--- config.mk ---
export PLATFORM = sky130hd
export DESIGN_NAME = mux_scan_ctrl
export DESIGN_NICKNAME = d
export VERILOG_FILES = /design/src/rtl/mux_scan_pkg.sv /design/src/rtl/mux_scan_lane.sv /design/src/rtl/mux_scan_ctrl.sv
export SDC_FILE = /design/constraint.sdc
export NUM_CORES = 1
export LEC_CHECK = 0
export BUFFER_PORTS_ARGS = -buffer_cell sky130_fd_sc_hd__buf_2
export CORE_MARGIN = 2
export CORE_UTILIZATION = 58
export DETAILED_ROUTE_END_ITERATION = 12
export PLACE_DENSITY = 0.78
export SLEW_MARGIN = 0
export SYNTH_ARGS = -nofsm -noshare
export SYNTH_HDL_FRONTEND = slang
export SYNTH_SLANG_ARGS = --single-unit
--- constraint.sdc ---
create_clock -name clk -period 3.3 [get_ports clk]
set_clock_uncertainty 0.1 [all_clocks]
set_input_delay 0.165 -clock clk [delete_from_list [all_inputs] [get_ports clk]]
set_output_delay 0.165 -clock clk [all_outputs]
set_load 0.005 [all_outputs]
--- src/rtl/mux_scan_pkg.sv ---
// -----------------------------------------------------------------------------
// mux_scan_pkg
//   Shared definitions for the DSO capture-path mux sequencer.
//   - scan_state_e : controller state encoding (IDLE / SCAN)
//   - NUM_CH       : number of mux inputs (d0..d3)
//   - next_ch()    : round-robin channel pick over an enable mask
// -----------------------------------------------------------------------------
package mux_scan_pkg;

  typedef enum logic {
    ST_IDLE = 1'b0,
    ST_SCAN = 1'b1
  } scan_state_e;

  localparam int NUM_CH = 4;

  // Returns the first set mask bit strictly above 'cur', wrapping 3->0.
  // If 'cur' is the only set bit it is returned again (the fourth probe
  // lands back on cur). Calling with cur=3 yields the lowest set bit.
  // With an all-zero mask the result is 'cur'; callers never rely on that.
  function automatic logic [1:0] next_ch(input logic [3:0] mask,
                                         input logic [1:0] cur);
    logic [1:0] cand;
    logic [1:0] res;
    logic       found;
    res   = cur;
    found = 1'b0;
    for (int i = 1; i <= NUM_CH; i++) begin
      cand = cur + 2'(i);
      if (!found && mask[cand]) begin
        res   = cand;
        found = 1'b1;
      end
    end
    return res;
  endfunction

endpackage

--- src/rtl/mux_scan_lane.sv ---
// -----------------------------------------------------------------------------
// mux_scan_lane
//   Per-channel bit packer. Shifts the sampled mux bit in LSB-first so the
//   first sampled bit ends up in the MSB of the finished word.
//
// Ports
//   clk       in   1       system clock
//   rst       in   1       synchronous reset, active-high
//   shift_en  in   1       shift bit_in into this lane this cycle
//   clr       in   1       discard the partial word (contents and count)
//   bit_in    in   1       sampled mux output
//   word      out  WORD_W  shift register contents including bit_in; only
//                          meaningful while word_done is high
//   word_done out  1       this shift completes a WORD_W-bit word
// -----------------------------------------------------------------------------
module mux_scan_lane #(
  parameter int WORD_W = 8
) (
  input  logic              clk,
  input  logic              rst,
  input  logic              shift_en,
  input  logic              clr,
  input  logic              bit_in,
  output logic [WORD_W-1:0] word,
  output logic              word_done
);

  localparam int CNT_W = $clog2(WORD_W);

  // Only WORD_W-1 bits are stored: the last bit of a word is taken straight
  // from bit_in when the word is handed out, and the count wraps to zero
  // on that same edge.
  logic [WORD_W-2:0] sr_q;
  logic [CNT_W-1:0]  cnt_q;

  assign word      = {sr_q, bit_in};
  assign word_done = shift_en && (cnt_q == CNT_W'(WORD_W - 1));

  always_ff @(posedge clk) begin
    if (rst || clr) begin
      sr_q  <= '0;
      cnt_q <= '0;
    end else if (shift_en) begin
      sr_q  <= word[WORD_W-2:0];
      cnt_q <= word_done ? '0 : cnt_q + CNT_W'(1);
    end
  end

endmodule

--- src/rtl/mux_scan_ctrl.sv ---
// -----------------------------------------------------------------------------
// mux_scan_ctrl
//   Sequencer/collector around the 4:1 select mux in the DSO capture path.
//   Walks s1/s0 round-robin over the enabled channels, dwelling DWELL cycles
//   on each; samples q_in at dwell cycle SETTLE and packs each channel's bits
//   into WORD_W-bit words, which are offered on a valid/ready output.
//
// Parameters
//   WORD_W  bits per packed word (2..32)
//   DWELL   cycles each channel stays selected (>=2)
//   SETTLE  dwell cycle at which q_in is sampled (1..DWELL-1)
//
// Ports
//   clk, rst    clock; synchronous active-high reset
//   en          scan enable
//   ch_mask     channel enable mask, bit n = mux input dn
//   s0, s1      registered mux selects
//   q_in        mux output (combinational from s1/s0)
//   dout        packed word, first-sampled bit in MSB
//   dout_ch     channel index of dout
//   dout_valid  dout/dout_ch hold a word
//   dout_ready  consumer accepts the word
//   overflow    sticky: a completed word was dropped
//   clr_ovf     clears overflow (a same-cycle drop wins)
//   state_dbg   current controller state
//
// Handshake: a word transfers on every cycle where dout_valid && dout_ready.
// dout/dout_ch are held stable while dout_valid && !dout_ready; dout_valid
// drops after a transfer unless a new word loads on the same edge. A word
// that completes while the register is occupied and not being drained is
// dropped and flags overflow.
// -----------------------------------------------------------------------------
module mux_scan_ctrl
  import mux_scan_pkg::*;
#(
  parameter int WORD_W = 8,
  parameter int DWELL  = 4,
  parameter int SETTLE = 1
) (
  input  logic              clk,
  input  logic              rst,
  input  logic              en,
  input  logic [3:0]        ch_mask,
  output logic              s0,
  output logic              s1,
  input  logic              q_in,
  output logic [WORD_W-1:0] dout,
  output logic [1:0]        dout_ch,
  output logic              dout_valid,
  input  logic              dout_ready,
  output logic              overflow,
  input  logic              clr_ovf,
  output scan_state_e       state_dbg
);

  localparam int DC_W = $clog2(DWELL);

  // ---------------------------------------------------------------------------
  // Controller state
  // ---------------------------------------------------------------------------
  scan_state_e       state_q, state_d;
  logic [1:0]        sel_q, sel_d;     // drives s1/s0 directly
  logic [DC_W-1:0]   dc_q, dc_d;       // dwell counter

  logic [NUM_CH-1:0] lane_shift;
  logic [NUM_CH-1:0] lane_clr;
  logic [NUM_CH-1:0] lane_done;
  logic [WORD_W-1:0] lane_word [NUM_CH];

  // ---------------------------------------------------------------------------
  // Output register
  // ---------------------------------------------------------------------------
  logic [WORD_W-1:0] dout_q;
  logic [1:0]        dout_ch_q;
  logic              dout_valid_q;
  logic              overflow_q;

  logic              word_done;
  logic              out_free;

  // ---------------------------------------------------------------------------
  // Lanes
  // ---------------------------------------------------------------------------
  for (genvar g = 0; g < NUM_CH; g++) begin : g_lane
    mux_scan_lane #(
      .WORD_W (WORD_W)
    ) u_lane (
      .clk       (clk),
      .rst       (rst),
      .shift_en  (lane_shift[g]),
      .clr       (lane_clr[g]),
      .bit_in    (q_in),
      .word      (lane_word[g]),
      .word_done (lane_done[g])
    );
  end

  // ---------------------------------------------------------------------------
  // FSM: next state, select, dwell counter, lane controls
  // ---------------------------------------------------------------------------
  always_comb begin
    state_d    = state_q;
    sel_d      = sel_q;
    dc_d       = dc_q;
    lane_shift = '0;
    lane_clr   = '0;

    unique case (state_q)
      ST_IDLE: begin
        sel_d    = 2'd0;
        dc_d     = '0;
        lane_clr = '1;
        if (en && (ch_mask != 4'b0000)) begin
          state_d = ST_SCAN;
          // Probing above channel 3 wraps to 0, so this is the lowest set bit.
          sel_d   = next_ch(ch_mask, 2'd3);
        end
      end

      ST_SCAN: begin
        // Only the selected lane ever shifts, so at most one word completes
        // per cycle.
        if (dc_q == DC_W'(SETTLE)) begin
          lane_shift[sel_q] = 1'b1;
        end

        if (dc_q == DC_W'(DWELL - 1)) begin
          // Dwell boundary: select changes on this edge together with dc->0,
          // giving the mux SETTLE cycles before the next sample.
          dc_d = '0;
          if (!en || (ch_mask == 4'b0000)) begin
            state_d  = ST_IDLE;
            sel_d    = 2'd0;
            lane_clr = '1;
          end else begin
            sel_d    = next_ch(ch_mask, sel_q);
            lane_clr = ~ch_mask;
          end
        end else begin
          dc_d = dc_q + DC_W'(1);
        end
      end

      default: begin
        state_d = ST_IDLE;
      end
    endcase
  end

  always_ff @(posedge clk) begin
    if (rst) begin
      state_q <= ST_IDLE;
      sel_q   <= 2'd0;
      dc_q    <= '0;
    end else begin
      state_q <= state_d;
      sel_q   <= sel_d;
      dc_q    <= dc_d;
    end
  end

  // ---------------------------------------------------------------------------
  // Output register and overflow
  // ---------------------------------------------------------------------------
  assign word_done = |lane_done;
  // The register can take a new word if it is empty or being drained now.
  assign out_free  = !dout_valid_q || dout_ready;

  always_ff @(posedge clk) begin
    if (rst) begin
      dout_q       <= '0;
      dout_ch_q    <= 2'd0;
      dout_valid_q <= 1'b0;
      overflow_q   <= 1'b0;
    end else begin
      if (word_done && out_free) begin
        dout_q       <= lane_word[sel_q];
        dout_ch_q    <= sel_q;
        dout_valid_q <= 1'b1;
      end else if (dout_valid_q && dout_ready) begin
        dout_valid_q <= 1'b0;
      end

      // A drop in the same cycle as clr_ovf keeps the flag set.
      if (word_done && !out_free) begin
        overflow_q <= 1'b1;
      end else if (clr_ovf) begin
        overflow_q <= 1'b0;
      end
    end
  end

  assign s0         = sel_q[0];
  assign s1         = sel_q[1];
  assign dout       = dout_q;
  assign dout_ch    = dout_ch_q;
  assign dout_valid = dout_valid_q;
  assign overflow   = overflow_q;
  assign state_dbg  = state_q;

endmodule

* Word level (Yosys, flattened, before mapping)
Index checks and enable logic that the tools add are counted.
** Storage, ports and cells
- Input port bits :: 10
- Register bits :: 57
- Word-level logic and storage cells :: 142
- Output and inout port bits :: 15
** Operators by class
- Add/sub/neg operators :: 8
- Reduce and logical (&&, ||, !) cells :: 36
- Mux-type cells :: 65
- Equality and inequality tests :: 9
- Magnitude comparators :: 6
- Bitwise gates (word level) :: 3
** Operator list (number)
- $mux W1 :: 33
- $mux W2 :: 12
- $bmux W8 S2 :: 1
- $mux W4 :: 4
- $mux W8 :: 2
- $logic_and A1 B1 Y1 :: 15
- $add A3 B1 Y3 const B :: 4
- $eq A3 B3 Y1 const B :: 4
- $lt A2 B3 Y1 const B :: 4
- $mux W3 :: 4
- $logic_not A1 Y1 :: 9
- $bmux W1 S2 :: 4
- $pmux W2 S2 :: 2
- $pmux W4 S2 :: 1
- $logic_or A1 B1 Y1 :: 6
- $ne A5 B1 Y1 const B :: 1
- $add A2 B1 Y2 const B :: 2
- $add A2 B2 Y2 const B :: 2
- $logic_not A4 Y1 :: 1
- $not A4 Y4 :: 1
- $reduce_bool A2 Y1 :: 2
- $reduce_bool A4 Y1 :: 1
- $reduce_or A4 Y1 :: 1
- $ge A3 B3 Y1 const B :: 1
- 10 further kinds :: 10

* Longest topological paths before layout
- Depth after elaboration :: 25
- Mapped depth :: 10
- Gate-level depth less buffers :: 7

* By module
From an unflattened synthesis, not the netlist that was laid out.
** Second synthesis, totals
- Cell total of the unflattened synthesis :: 285
- Area, all modules :: 2766.4 µm²
** Modules (own cells, without submodules)
- mux_scan_lane :: seq. area each 200.2 µm², cells an instance 39, times used 4, area an instance 406.6 µm²
- mux_scan_ctrl :: seq. area each 340.3 µm², cells an instance 129, times used 1, area an instance 1139.8 µm²

* Worst setup path after synthesis
No wires, ideal clock.
- Path type :: register -> register
- From :: register sel_q[1]
- To :: register sel_q[1]
- Clock period less this slack :: 2630 ps
- Path buffers :: 1
- Cell stages (with the launch flop) :: 9
- Setup slack :: 670 ps
- Data arrival time :: 2451 ps
- Cells stage by stage :: dfxtp_1 -> buf_1 -> inv_1 -> ha_1 -> mux4_2 -> or2_1 -> o31a_1 -> o41a_1 -> a211oi_2
** Between the ends
- Cells in the longest elaborated chain, start to end :: 23
- Elaborated cells between the ends (all ways) :: 39
- Those cells by class :: add/sub (3); eq/ne (2); mux (27); reduce/logical (7)
** RTL lines
- start, declared :: RTL line mux_scan_ctrl.sv:62 : logic [1:0] sel_q, sel_d;
- start signal, assigned :: RTL line mux_scan_ctrl.sv:157 : sel_q <= sel_d;
- $add A2 B1 Y2 :: RTL line mux_scan_pkg.sv:29 : cand = cur + 2'(i);
- $bmux W1 S2 :: RTL line mux_scan_pkg.sv:30 : if (!found && mask[cand]) begin
- $mux W1 (not written as such) :: RTL line mux_scan_pkg.sv:30
- $mux W1 :: RTL line mux_scan_pkg.sv:30
- $mux W1 :: RTL line mux_scan_ctrl.sv:131 : if (!en || (ch_mask == 4'b0000)) begin
- $mux W1 :: RTL line mux_scan_ctrl.sv:127 : if (dc_q == DC_W'(DWELL - 1)) begin
- $mux W1 :: RTL line mux_scan_ctrl.sv:108 : unique case (state_q)
- $logic_not A1 Y1 :: RTL line mux_scan_pkg.sv:30
- [... 7 more ...]
- $mux W1 :: RTL line mux_scan_pkg.sv:30
- $mux W1 :: RTL line mux_scan_ctrl.sv:131
- $mux W1 :: RTL line mux_scan_ctrl.sv:127
- $mux W1 :: RTL line mux_scan_ctrl.sv:108
- $logic_not A1 Y1 :: RTL line mux_scan_pkg.sv:30
- $logic_and A1 B1 Y1 :: RTL line mux_scan_pkg.sv:30
- $ne A3 B3 Y1 (no line)
- $reduce_and A3 Y1 (no line)
Parallel ways exist; a longest one is shown, timed or not. The select of a mux whose other input is x is not followed.
A chain may end at the register's enable or synchronous reset.

* Final worst setup path
- From :: register sel_q[0]
- To :: register sel_q[1]
The elaborated chain is that of the path after synthesis.

==> flow_metrics.tcl <==
set metrics [dict create \
    ys_ff_latch 57 \
    setup_slack_ns 0.991 \
    design_area_um2 2950 \
    ios 25 \
    avgViaCountPerCell 5.75 \
    critical_path_arrival_ns 2.48 \
    grt-ovfl-total 0 \
    path_max_fanout 14 \
    path_buf_inv 1 \
    syn_nets 330 \
    initial_core_util_pct 60.7 \
    grt_pass1_wl_um 9270 \
    power.leakage_nw 1.10 \
    avgSynthCellArea_um2 8.75 \
    numCtsBuffers 9 \
    r2r-end "sel_q[1]$_SDFFE_PP0P_" \
    setup_tns_ns 0 \
    fp-row-count 24 \
    dieArea_um2 5180 \
    ctsResizeCount 0 \
    drive_gt1_share_pct 15.8 \
    worstSetupEndpointType "flop" \
    diodes 0 \
    synthFlopType "dfxtp_1" \
    fp.coreArea_um2 4410 \
    min_period_over_period_pct 70.0 \
    slowest_stage "mux4_2" \
    synth_common_cells "nand2_1 (72), dfxtp_1 (57), a21oi_1 (45)" \
    placed_cell_area_um2 2780 \
    dp_hpwl_um 3980 \
    cts_tree "built" \
    hp-start "q_in" \
    worstSetupStartpointType "flop" \
    rsz0062_at_grt "no" \
    vias 2155 \
    max_freq_ghz 0.433 \
    yosysMostFrequentCell "nand2_1" \
    synth_seq_area_share_pct 42.6 \
    status "complete, no violations" \
    drv_slew 0 \
    power_mw 1.36 \
    hold_viol 0 \
    r2r-start "sel_q[0]$_SDFFE_PP0P_" \
    path_class "flop to flop" \
    grt_max_degree 18 \
    ys_async_sr_fraction_pct 0 \
    ant_nets 0 \
    setup_viol 0 \
    ir_drop_uv 302 \
    nNetsFinal 345 \
    synth_cell_types 35 \
    antenna_found_initial 0 \
    wirelength_um 5460 \
    r2r_cells 6 \
    p_per_area_nw_per_um2 461 \
    max_cap_viol_count 0 \
    synth_area_um2 2680 \
    whs_path_depth 3 \
    synth_edf_count 0 \
    tightest_slew_ns 0.447 \
    die_y_um 71.9 \
    io_buffers 24 \
    area_growth_pct 10.1 \
    reg2reg_slack_ns 0.99 \
    drc_errors 0 \
    path_cells "buf_4, mux4_2, or2_1, o31a_1, o41a_1, a211oi_2" \
    die_w_um 71.9 \
    max_slew_margin_pct 69.8 \
    firstDrtPassIters 4 \
    cts.sinks 57 \
    worstPathRequired_ns 3.47 \
    cts_setup_buffers 0 \
    hold_path_end "g_lane[0].u_lane.sr_q[0]$_SDFFE_PP0P_" \
    place_congestion 0.814 \
    clk_pin_slew_worst_paths_ns 0.06 \
    period_needed_ns 2.31 \
    synth_area_leader_cell "dfxtp_1" \
    htreeDepth 3 \
    cpLargestDelayFamily "compound AO/OA/AOI/OAI gates" \
    synth_top_area_share_pct 42.6 \
    synth_warnings 0 \
    insertion_delay_ns 0.34 \
    hold_path_class "input port to flop" \
    cts_root_buffer "clkbuf_8" \
    grt_usage_pct 24.0 \
    synth.area.top_cells "dfxtp_1 (43%), nand2_1 (10%), a21oi_1 (8.4%), mux4_2 (8.4%), ha_1 (6.5%)" \
    ctsHoldBuffers 0 \
    clock_path_buffers 2 \
    wl_per_cell_um 14.6 \
    first_iter_violations 139 \
    grt_pass1_vias 2007 \
    max_stage_delay_ns 0.53 \
    pre_cts_slack_ns 1.02 \
    syn_inst 306 \
]
[through the flow]
| stage | hold WS, ns | utilization (%) | instances |
|---|---|---|---|
| finish | 0.0284 | 66.8 | 375 |
| floorplan | 0.201 | - | 306 |
| global route | 0.0342 | 66.8 | 375 |
| global placement | 0.343 | 63.0 | 362 |
| CTS | 0.0147 | 66.8 | 375 |
| detailed placement | 0.351 | 63.0 | 362 |
[layout by cell type (no fill, tap or decap), drive strengths merged]
| cell | instances |
|---|---|
| dfxtp | 57 |
| and3 | 4 |
| o41a | 1 |
| o31a | 1 |
| clkbuf | 13 |
| o41ai | 1 |
| o211ai | 1 |
| nor2 | 17 |
| or2 | 2 |
| mux4 | 10 |
| nor2b | 2 |
| a21oi | 45 |
| inv | 8 |
| o32ai | 1 |
| ha | 14 |
| nand3 | 6 |
| a31oi | 1 |
| a32oi | 1 |
| a22o | 2 |
| mux2i | 11 |
| o22ai | 1 |
| buf | 27 |
| a21o | 4 |
| o31ai | 1 |
| a211oi | 1 |
| nor3b | 1 |
| nand2 | 72 |
| nand2b | 5 |
| nor3 | 8 |
| nand3b | 5 |
[metal layers]
layer  up-vias  part of all wire, %  global-route usage [%]
met3         9                  6.6                    8.19
met2        70                   45                    37.7
li1       1076                    -                       -
met1      1000                   47                    30.6
met4         0                  1.7                    9.64
met5         -                    0                       0
[cell type report]
cell class	instances	area, um^2
tap	52	65.1
inverter	8	30.0
multi-input combinational	218	1400
fill	374	1470
timing repair buffer	27	143
clock buffer	13	169
sequential	57	1140
[where the power goes]
group          leakage [nW]  switching (mW)  total [mW]  internal [mW]
clock                0.0875           0.251       0.572          0.321
sequential            0.460         0.00560       0.698          0.692
combinational         0.549          0.0548      0.0904         0.0356
total                  1.10           0.311        1.36           1.05
[logic make-up after synthesis]
kind of cell | synth area share [%]
AND/OR/NAND/NOR | 19.8
AO/OA/AOI/OAI | 13.4
flip-flops | 42.6
buffers and inverters | 5.09
multiplexers | 12.5
adder cells (fa/ha/maj) | 6.54
[sequential cells by signal, summed over array words and instances, names as in the netlist]
signal,cells
g_lane.u_lane.cnt_q,12
dout_valid,1
state_dbg,1
g_lane.u_lane.sr_q,28
dout_ch,2
overflow,1
dc_q,2
dout,8
sel_q,2
[tightest hold or removal path, cell delays in order]
cell	delay [ns]
buf_2	0.14
nand2_1	0.06
a21oi_1	0.05
[how the worst max path moves through the flow]
stage / startpoint / to / slack (ns) / depth (start not counted)
after floorplan: sel_q[1]$_SDFFE_PP0P_ / sel_q[1]$_SDFFE_PP0P_ / 0.67 / 8
after global placement: sel_q[0]$_SDFFE_PP0P_ / sel_q[1]$_SDFFE_PP0P_ / 1.09 / 6
after detailed placement: sel_q[0]$_SDFFE_PP0P_ / sel_q[1]$_SDFFE_PP0P_ / 1.02 / 6
after CTS: sel_q[0]$_SDFFE_PP0P_ / sel_q[1]$_SDFFE_PP0P_ / 1.01 / 6
after global routing: sel_q[0]$_SDFFE_PP0P_ / dout[1]$_SDFFE_PP0P_ / 0.87 / 8
final: sel_q[0]$_SDFFE_PP0P_ / sel_q[1]$_SDFFE_PP0P_ / 0.99 / 6
(Power assumes the default switching activity.)
